==> config.mk <==
export PLATFORM = sky130hd
export DESIGN_NAME = fetch_ctrl
export DESIGN_NICKNAME = d
export VERILOG_FILES = /design/src/rtl/fetch_ctrl.sv
export SDC_FILE = /design/constraint.sdc
export NUM_CORES = 1
export LEC_CHECK = 0
export ABC_AREA = 1
export BUFFER_PORTS_ARGS = -buffer_cell sky130_fd_sc_hd__buf_2
export CAP_MARGIN = 40
export CORE_MARGIN = 2
export CORE_UTILIZATION = 45
export DETAILED_ROUTE_END_ITERATION = 6
export PLACE_DENSITY_LB_ADDON = 0.05
export REMOVE_ABC_BUFFERS = 1
export SETUP_SLACK_MARGIN = 0.1
export SLEW_MARGIN = 30
export SYNTH_ARGS = -nofsm -noshare
export SYNTH_HDL_FRONTEND = slang
export SYNTH_SLANG_ARGS = --single-unit
==> constraint.sdc <==
create_clock -name clk -period 9.07 [get_ports clk]
set_input_delay 0.907 -clock clk [delete_from_list [all_inputs] [get_ports clk]]
set_output_delay 0.907 -clock clk [all_outputs]
set_load 0.05 [all_outputs]
==> src/rtl/fetch_ctrl.sv <==
// Instruction-fetch controller: owns the PC and runs a req/ack handshake with a
// variable-latency instruction memory, delivering words to the IF/ID boundary.
module fetch_ctrl #(
  parameter int             N        = 32,
  parameter logic [N-1:0]   RESET_PC = '0,
  parameter int             CNT_W    = 16
) (
  input  logic             clk,
  input  logic             rst,
  input  logic             freeze,
  input  logic             branch_taken,
  input  logic [N-1:0]     branch_addr,
  output logic             mem_req,
  output logic [N-1:0]     mem_addr,
  input  logic             mem_ack,
  input  logic [N-1:0]     mem_rdata,
  output logic             if_valid,
  output logic [N-1:0]     if_instr,
  output logic [N-1:0]     if_pc,
  output logic [CNT_W-1:0] fetch_count,
  output logic [CNT_W-1:0] flush_count
);

  typedef enum logic [1:0] {IDLE, REQ, HOLD, DISCARD} state_t;

  state_t           r_state;
  logic [N-1:0]     r_pc;
  logic             r_memReq;
  logic [N-1:0]     r_memAddr;
  logic             r_ifValid;
  logic [N-1:0]     r_ifInstr;
  logic [N-1:0]     r_ifPc;
  logic [CNT_W-1:0] r_fetchCount;
  logic [CNT_W-1:0] r_flushCount;

  logic [N-1:0]     w_nextPc;

  assign w_nextPc = r_memAddr + N'(4);

  // A request, once issued, is held with a stable address until its ack
  // arrives; redirects during that window are parked in r_pc (DISCARD).
  always_ff @(posedge clk or posedge rst) begin
    if (rst) begin
      r_state      <= IDLE;
      r_pc         <= RESET_PC;
      r_memReq     <= 1'b0;
      r_memAddr    <= '0;
      r_ifValid    <= 1'b0;
      r_ifInstr    <= '0;
      r_ifPc       <= '0;
      r_fetchCount <= '0;
      r_flushCount <= '0;
    end else begin
      case (r_state)
        IDLE: begin
          r_state   <= REQ;
          r_memReq  <= 1'b1;
          r_memAddr <= r_pc;
        end
        REQ: begin
          if (mem_ack && !branch_taken) begin
            r_ifInstr <= mem_rdata;
            r_ifPc    <= w_nextPc;
            r_ifValid <= 1'b1;
            r_pc      <= w_nextPc;
            r_memReq  <= 1'b0;
            r_state   <= HOLD;
          end else if (mem_ack) begin
            r_flushCount <= r_flushCount + CNT_W'(1);
            r_pc         <= branch_addr;
            r_memAddr    <= branch_addr;
            r_state      <= REQ;
          end else if (branch_taken) begin
            r_pc    <= branch_addr;
            r_state <= DISCARD;
          end
        end
        DISCARD: begin
          if (mem_ack) begin
            r_flushCount <= r_flushCount + CNT_W'(1);
            r_state      <= REQ;
            if (branch_taken) begin
              r_pc      <= branch_addr;
              r_memAddr <= branch_addr;
            end else begin
              r_memAddr <= r_pc;
            end
          end else if (branch_taken) begin
            r_pc <= branch_addr;
          end
        end
        HOLD: begin
          if (branch_taken) begin
            r_ifValid    <= 1'b0;
            r_flushCount <= r_flushCount + CNT_W'(1);
            r_pc         <= branch_addr;
            r_memAddr    <= branch_addr;
            r_memReq     <= 1'b1;
            r_state      <= REQ;
          end else if (!freeze) begin
            r_fetchCount <= r_fetchCount + CNT_W'(1);
            r_ifValid    <= 1'b0;
            r_memAddr    <= r_pc;
            r_memReq     <= 1'b1;
            r_state      <= REQ;
          end
        end
        default: r_state <= IDLE;
      endcase
    end
  end

  assign mem_req     = r_memReq;
  assign mem_addr    = r_memAddr;
  assign if_valid    = r_ifValid;
  assign if_instr    = r_ifInstr;
  assign if_pc       = r_ifPc;
  assign fetch_count = r_fetchCount;
  assign flush_count = r_flushCount;

endmodule

==> reports/results.tsv, run 1 <==
stage	metric	value	unit
clock_tree	cts.sinks	164	
synth	synth_top_cells_by_area	dfrtp_1 48%, nand2_1 20%, inv_1 3.7%	
synth	synthesis.instances	1125	
setup_path	r2r_cells	7	
routing	routed-wl-met2	10.8	mm
global_routing	overflow	0	
routing	wirelength	23.6	mm
place	pre_cts_ws	5.71	ns
setup_path	master_of_the_slowest_instance_on_the_critical_path	buf_4	
layout	sequential_cell_area	4100	um^2
global_routing	number_of_global_route_vias_before_repair	7386	
place	dp.final_hpwl	16.1	mm
place	dpl-instance-area	9770	um^2
synth	synth.yosys.warnings	0	
flow_run	drv_cap	0	
power	static_leakage_power	5.56	nW
setup_path	arrival	3.30	ns
status	status	complete, no violations	
sta	achievable-frequency	339	MHz
global_routing	maximum_number_of_pins_on_one_net_before_global_route_repair	72	
hold_path	timing.hold.worst.class	input pin to asynchronous set/reset pin	
setup_path	cp_num_buf_inv	4	
synth	seq_area_frac_synth	47.5	%
setup_path	critPathTopFamily	buffers and inverters	
routing	top_signal_layer_used	met4	
routing	drt-met1-wl	11.3	mm
sta	max_transition_viols_final	0	
synth	post_syn_area	8640	um^2
setup_path	worst-path-max-fanout	65	
power	fin_total_pwr	4.00	mW
floorplanning	dieHeight	143	um
clock_tree	worst_skew_pair.late_latency	0.43	ns
sta	fin_setup_tns	0	ns
floorplanning	initial_utilization	46.0	%
synth	top_cell_type_s_share_of_synthesized_area	47.5	%
routing	post_drt_wl_per_cell	15.3	um
routing	via_cell_ratio	5.06	
layout	flow.area_growth_from_synthesis	20.2	%
synth	synth-edff-count	0	
setup_path	timing.critical_path.required	9.42	ns
synth	synth_seq_cells	164	
sta	final_min_period_over_clock_period	32.6	%
clock_tree	cts_made_buffers	17	
clock_tree	clock_tree.buffer_depth	2	
setup_path	timing.critical_path.cells	buf_2, buf_4, inv_2, nand2_4, nor2_2, a211oi_4, buf_4, o21ai_0, o21ai_1	
clock_tree	clock_tree.root_cell	clkbuf_16	
sta	clock-skew-final	0.00880	ns
setup_path	cp_max_stage_delay	0.54	ns
setup_path	criticalPathCategory	input pin to flip-flop	
floorplanning	boundaryPins	199	
clock_tree	cts_htree_levels	4	
floorplanning	die_ar	20300	um^2
global_routing	antenna_found_initial	0	
sta	setup_viol_count_final	0	
sta	final.setup.worst_slack	6.12	ns
synth	yosysUniqueCellTypes	43	
clock_tree	holdBufCountCts	0	
power	vdd_ir_drop_max	0.202	mV
routing	antenna_violating_nets_post_route	0	
layout	insertedDiodeCount	0	
synth	synth-async-reset-ratio	100	%
setup_path	worst-path-stages	9	
place	port_buffers	198	
routing	detailroute.via_count	7848	
layout	multi_input_area	3920	um^2
sta	rsz_0062_raised_after_global_routing	no	
routing	drt_first_iter_violations	506	
clock_tree	tritoncts	built	
sta	hold_violations	0	
place	finalWeightedCongestion	0.817	
global_routing	grtUsageTotal	23.5	%
floorplanning	coreArea	18800	um^2
power	pwr_density_cell	385	nW/um^2
sta	timing.max_slew.rel_slack	44.4	%
floorplanning	std_cell_rows	50	
clock_tree	clkTransAtPathRegs	0.06	ns
clock_tree	post_cts_setup_bufs	0	
layout	filler_cell_count	1835	
sta	worst_pin_slew	0.834	ns
routing	drt_pass1_iterations	5	
setup_path	worstSetupStartpointType	input pin	
setup_path	endpoint_kind	flip-flop	
layout	final_design_area_no_fill	10400	um^2
clock_tree	cts_resized	0	
floorplanning	floorplan.die.width	143	um
synth	synth_area_leader_cell	dfrtp_1	
layout	final_nets	1377	
global_routing	first_pass_grt_wire_length	37.7	mm
sta	period_needed	2.95	ns
routing	drc	0	
routing	dr_wl_met3	1.41	mm
setup_path	worst_path_most_repeated_cell	buf_4	
layout	drive_gt1_share	20.3	%
synth	postSynthAreaPerCell	7.68	um^2
synth	postSynth.topFlopCell	dfrtp_1	
[cell usage after synthesis (9+ instances only)]
master    instances
dfrtp_1         164
inv_1            86
nand3_1          48
nor3_1           17
o21ai_0          35
and2_1           12
xor2_1           30
xnor2_1           9
buf_2            21
nand2_1         453
a21oi_1          44
clkbuf_1         10
a21boi_0         10
o21ai_1          34
nor2_1           60
[per-layer routing]
layer,up-vias,GRT usage [%]
met5,-,0
met4,0,6.25
met3,17,3.63
met2,246,37.9
met1,3629,33.1
li1,3956,-
[cell families (layout without fill, tap and decap cells)]
logic type / count (synthesis) / after routing / share of synthesized area, %
simple gates: 623 / 623 / 30.3
flops: 164 / 164 / 47.5
compound gates: 157 / 157 / 10.5
buf+inv: 138 / 329 / 7.21
xor+xnor: 39 / 39 / 3.95
fa+ha+maj: 3 / 3 / 0.435
mux: 1 / 1 / 0.116
[final timing paths]
kind	startpoint	to	slack, ns
max	branch_taken	mem_addr[27]$_DFFE_PP0P_	6.12
min	rst	if_instr[10]$_DFFE_PP0P_	0.45
max reg2reg	r_state[1]$_DFFE_PP0P_	flush_count[9]$_DFFE_PP0P_	6.21
min reg2reg	if_instr[14]$_DFFE_PP0P_	if_instr[14]$_DFFE_PP0P_	0.47
max in group asynchronous	rst	mem_addr[13]$_DFFE_PP0P_	7.65
min in group clk	if_instr[14]$_DFFE_PP0P_	if_instr[14]$_DFFE_PP0P_	0.47
[through the flow]
step	utilization, %	std cells	hold WS, ns
global route	55.3	1550	0.473
detailed placement	52.0	1520	0.460
floorplan	-	1080	0.462
finish	55.3	1550	0.453
global placement	51.7	1518	0.459
CTS	55.3	1550	0.463
[flip-flops by register name (all words and copies together), names as in the netlist]
signal,count
mem_addr,32
r_state,2
fetch_count,16
r_pc,32
mem_req,1
if_instr,32
if_valid,1
flush_count,16
if_pc,32
[power breakdown]
part | internal, mW | total, mW | leakage [nW] | switching, mW
combinational | 0.458 | 1.94 | 3.21 | 1.48
sequential | 1.03 | 1.29 | 2.05 | 0.260
clock | 0.472 | 0.768 | 0.295 | 0.296
[cell type report]
type                       count  share of cell area (%)
sequential                   164                    39.5
multi-input combinational    823                    37.8
timing repair buffer         206                    10.5
clock buffer                  21                    4.44
inverter                      93                    3.46
tap                          234                    2.82
clock inverter                 9                    1.48
[cells in the final DEF, fill, tap and decap left out, types with 12 or more instances in the layout]
master	instances
nor2_1	60
inv_1	85
nand3_1	48
nor3_1	17
a21oi_1	44
o21ai_0	35
and2_1	12
o21ai_1	34
dfrtp_1	164
xor2_1	30
clkbuf_16	17
nand2_1	453
buf_2	198
(Power assumes the default switching activity.)
==> run 2, diff against run 1 <==
==> constraint.sdc (replaced) <==
create_clock -name clk -period 2.4 [get_ports clk]
set_input_delay 0.24 -clock clk [delete_from_list [all_inputs] [get_ports clk]]
set_output_delay 0.24 -clock clk [all_outputs]
set_load 0.05 [all_outputs]
==> run 2 against run 1 <==
Critical path depth shrank 1. Non-clock buffer count grew 23. Sequential power grew to 3.8 times the previous value. Via count grew 2.7%. Critical endpoint is now if_pc[16]$_DFFE_PP0P_. Clock power grew to 3.5 times the previous value. Power grew to 3.8 times the previous value. Design area grew 1.9%. Worst hold slack lost 0.44 ns. Utilization grew 1.0 points. Setup slack lost 5.7 ns. Flip-flop and latch count is the same. First-iteration DRC count grew 6.5%. Largest cell class unchanged.
==> reports/results.tsv, run 2 (synthesized netlist as in run 1, its figures left out) <==
stage	metric	value	unit	change
place	finalWeightedCongestion	0.869		+6.4%
global_routing	met2_usage	38.1	%	+0.20 points
global_routing	grtUsageTotal	24.9	%	+1.5 points
setup_path	master_of_the_slowest_instance_on_the_critical_path	dfrtp_1		
place	placed_cells_incl_taps	1531		+0.72%
layout	final_design_area_no_fill	10600	um^2	+1.9%
floorplanning	dieHeight	143	um	unchanged
setup_path	worst-path-stages	8		-1
layout	layout_commonest_cell	nand2_1		
setup_path	critPathTopFamily	simple AND/OR/NAND/NOR gates		
power	total_switching_power	7.82	mW	+280%
routing	drc	0		unchanged
layout	drive_gt1_share	21.0	%	+0.74 points
place	port_buffers	198		unchanged
clock_tree	worst_skew_pair.late_latency	0.43	ns	about the same
sta	period_needed	2.02	ns	
global_routing	overflow	0		unchanged
sta	final_min_period_over_clock_period	84.1	%	
flow_run	drv_cap	0		unchanged
power	internal_power_of_the_cells	7.26	mW	+270%
global_routing	fraction_of_met3_tracks_used_by_global_routing	4.10	%	+0.47 points
setup_path	endpoint_kind	flip-flop		
global_routing	maximum_number_of_pins_on_one_net_before_global_route_repair	52		-28%
routing	drt_pass1_iterations	5		unchanged
setup_path	timing.critical_path.cells	ha_1, nand3_2, nor2_4, nand3_2, nor2_2, a21oi_1, o21ai_1, nand2_1		
layout	final_cell_mix	453 x nand2_1, 198 x buf_2, 164 x dfrtp_1		
sta	clock-skew-final	0.0126	ns	+0.00380 ns
layout	filler_cell_count	1778		-3.1%
setup_path	worst_path_most_repeated_cell	nand3_2		
sta	max_transition_viols_final	0		unchanged
global_routing	first_pass_grt_wire_length	39.8	mm	+5.7%
sta	worst_pin_slew	0.534	ns	-0.300 ns
clock_tree	clock_tree.buffer_depth	2		unchanged
routing	via_cell_ratio	5.12		+1.1%
global_routing	number_of_global_route_vias_before_repair	7704		+4.3%
place	dp.final_hpwl	17.2	mm	+6.8%
power	combPwrFrac	49.8	%	+1.3 points
setup_path	critPathCapture	if_pc[16]$_DFFE_PP0P_		
setup_path	timing.critical_path.from	mem_addr[2]$_DFFE_PP0P_		
global_routing	busiest_layer	met2		
routing	detailroute.via_count	8063		+2.7%
setup_path	r2r_cells	8		+1
clock_tree	cts_made_buffers	17		unchanged
routing	wirelength	24.4	mm	+3.3%
layout	flow.area_growth_from_synthesis	22.4	%	
global_routing	gr-usage-met1	36.2	%	+3.0 points
sta	setup_viol_count_final	0		unchanged
clock_tree	cts_resized	0		unchanged
power	vdd_ir_drop_max	0.909	mV	+350%
clock_tree	cts_htree_levels	4		unchanged
layout	layout.cells.non_filler	1575		+1.6%
power	pwr_density_cell	1430	nW/um^2	+270%
setup_path	worstSetupStartpointType	flip-flop		
setup_path	timing.reg2reg.setup_slack	0.38	ns	-5.83 ns
setup_path	worst-path-max-fanout	6		-91%
sta	rsz_0062_raised_after_global_routing	no		
floorplanning	std_cell_rows	50		unchanged
routing	post_drt_wl_per_cell	15.5	um	+1.6%
hold_path	whs_path_depth	3		
sta	fin_setup_tns	0	ns	unchanged
layout	final_standard_cell_utilization_of_the_core	56.3	%	+1.0 points
layout	insertedDiodeCount	0		unchanged
setup_path	timing.critical_path.required	2.70	ns	-6.72 ns
global_routing	antenna_found_initial	0		unchanged
floorplanning	floorplan.die.width	143	um	unchanged
floorplanning	die_ar	20300	um^2	unchanged
power	share_clk_of_total_power	18.0	%	-1.2 points
setup_path	cp_num_buf_inv	0		-4
layout	final_nets	1400		+1.7%
sta	timing.max_slew.rel_slack	64.4	%	+20 points
status	status	complete, no violations		
setup_path	cp_max_stage_delay	0.43	ns	-0.11 ns
clock_tree	clkTransAtPathRegs	0.07	ns	about the same
floorplanning	boundaryPins	199		unchanged
clock_tree	cts.sinks	164		unchanged
floorplanning	coreArea	18800	um^2	unchanged
setup_path	start_of_the_worst_register_to_register_path	mem_addr[2]$_DFFE_PP0P_		
power	static_leakage_power	5.66	nW	+1.8%
setup_path	rr_endpoint	if_pc[16]$_DFFE_PP0P_		
routing	drt_first_iter_violations	539		+6.5%
clock_tree	tritoncts	built		
clock_tree	clock_tree.root_cell	clkbuf_16		
sta	achievable-frequency	496	MHz	
hold_path	timing.hold.worst.class	input pin to flip-flop		
power	seq_power_share	32.2	%	about the same
setup_path	arrival	2.32	ns	-0.98 ns
floorplanning	initial_utilization	46.0	%	unchanged
place	dpl-instance-area	9870	um^2	+1.1%
setup_path	criticalPathCategory	flip-flop to flip-flop		
power	power_switching_share	51.9	%	+0.91 points
routing	antenna_violating_nets_post_route	0		unchanged
sta	hold_violations	0		unchanged
[run 2: changes by cell type in the layout (fill, tap and decap cells not counted), sizes merged]
cell	delta
bufinv	-3
clkbuf	-1
buf	+11
inv	+5
clkinv	+1
dlygate4sd3	+12
[run 2: layout make-up]
cell class                 instances  area, um^2  area share, %
multi-input combinational        823        3920           37.1
clock inverter                    12         119           1.12
timing repair buffer             229        1320           12.4
tap                              234         293           2.77
sequential                       164        4100           38.8
inverter                          93         357           3.37
clock buffer                      20         467           4.41
[run 2: power by group through the flow]
stage | clock network, mW | logic (mW) | registers (mW)
3_3_place_gp | 0 | 7.47 | 4.88
5_1_grt | 2.89 | 8.17 | 5.01
2_1_floorplan | 0 | 2.49 | 7.76
3_5_place_dp | 0 | 7.54 | 4.88
4_1_cts | 2.78 | 7.57 | 4.85
6_report | 2.71 | 7.51 | 4.86
[run 2: timing repair]
| action | in CTS | in global routing |
|---|---|---|
| setup endpoints to repair | 0 | 0 |
| endpoints found under the hold margin | 57 | 0 |
| buffers inserted | 0 | 0 |
| hold buffers | 12 | 0 |
[run 2: metal layers]
metal	wire length [um]	vias up
li1	-	4000
met1	11800	3790
met2	10800	243
met3	1380	30
met4	431	0
met5	0	-
[run 2: worst min-delay path by stage]
stage | endpoint | slack, ns | from
2_1_floorplan | if_instr[0]$_DFFE_PP0P_ | 0.35 | mem_rdata[0]
3_3_place_gp | flush_count[12]$_DFFE_PP0P_ | 0.31 | rst
3_5_place_dp | flush_count[12]$_DFFE_PP0P_ | 0.32 | rst
4_1_cts | if_instr[14]$_DFFE_PP0P_ | 0.00005 | mem_rdata[14]
5_1_grt | if_instr[14]$_DFFE_PP0P_ | 0.009 | mem_rdata[14]
6_report | if_instr[13]$_DFFE_PP0P_ | 0.01 | mem_rdata[13]
[run 2: worst register-to-register path, stage by stage, from the launching register on]
cell and delay [ns]:
dfrtp_1 0.43, ha_1 0.24, nand3_2 0.13, nor2_4 0.21, nand3_2 0.17, nor2_2 0.24, a21oi_1 0.12, o21ai_1 0.28
nand2_1 0.09
[run 2: per-stage QoR]
step / setup WS [ns] / hold slack (ns) / total power, mW
3_5_place_dp: 0.405 / 0.316 / 12.4
3_3_place_gp: 0.405 / 0.315 / 12.4
6_report: 0.382 / 0.0102 / 15.1
4_1_cts: 0.414 / 0.0000533 / 15.2
2_1_floorplan: -2.27 / 0.350 / 10.2
5_1_grt: 0.194 / 0.00921 / 16.1
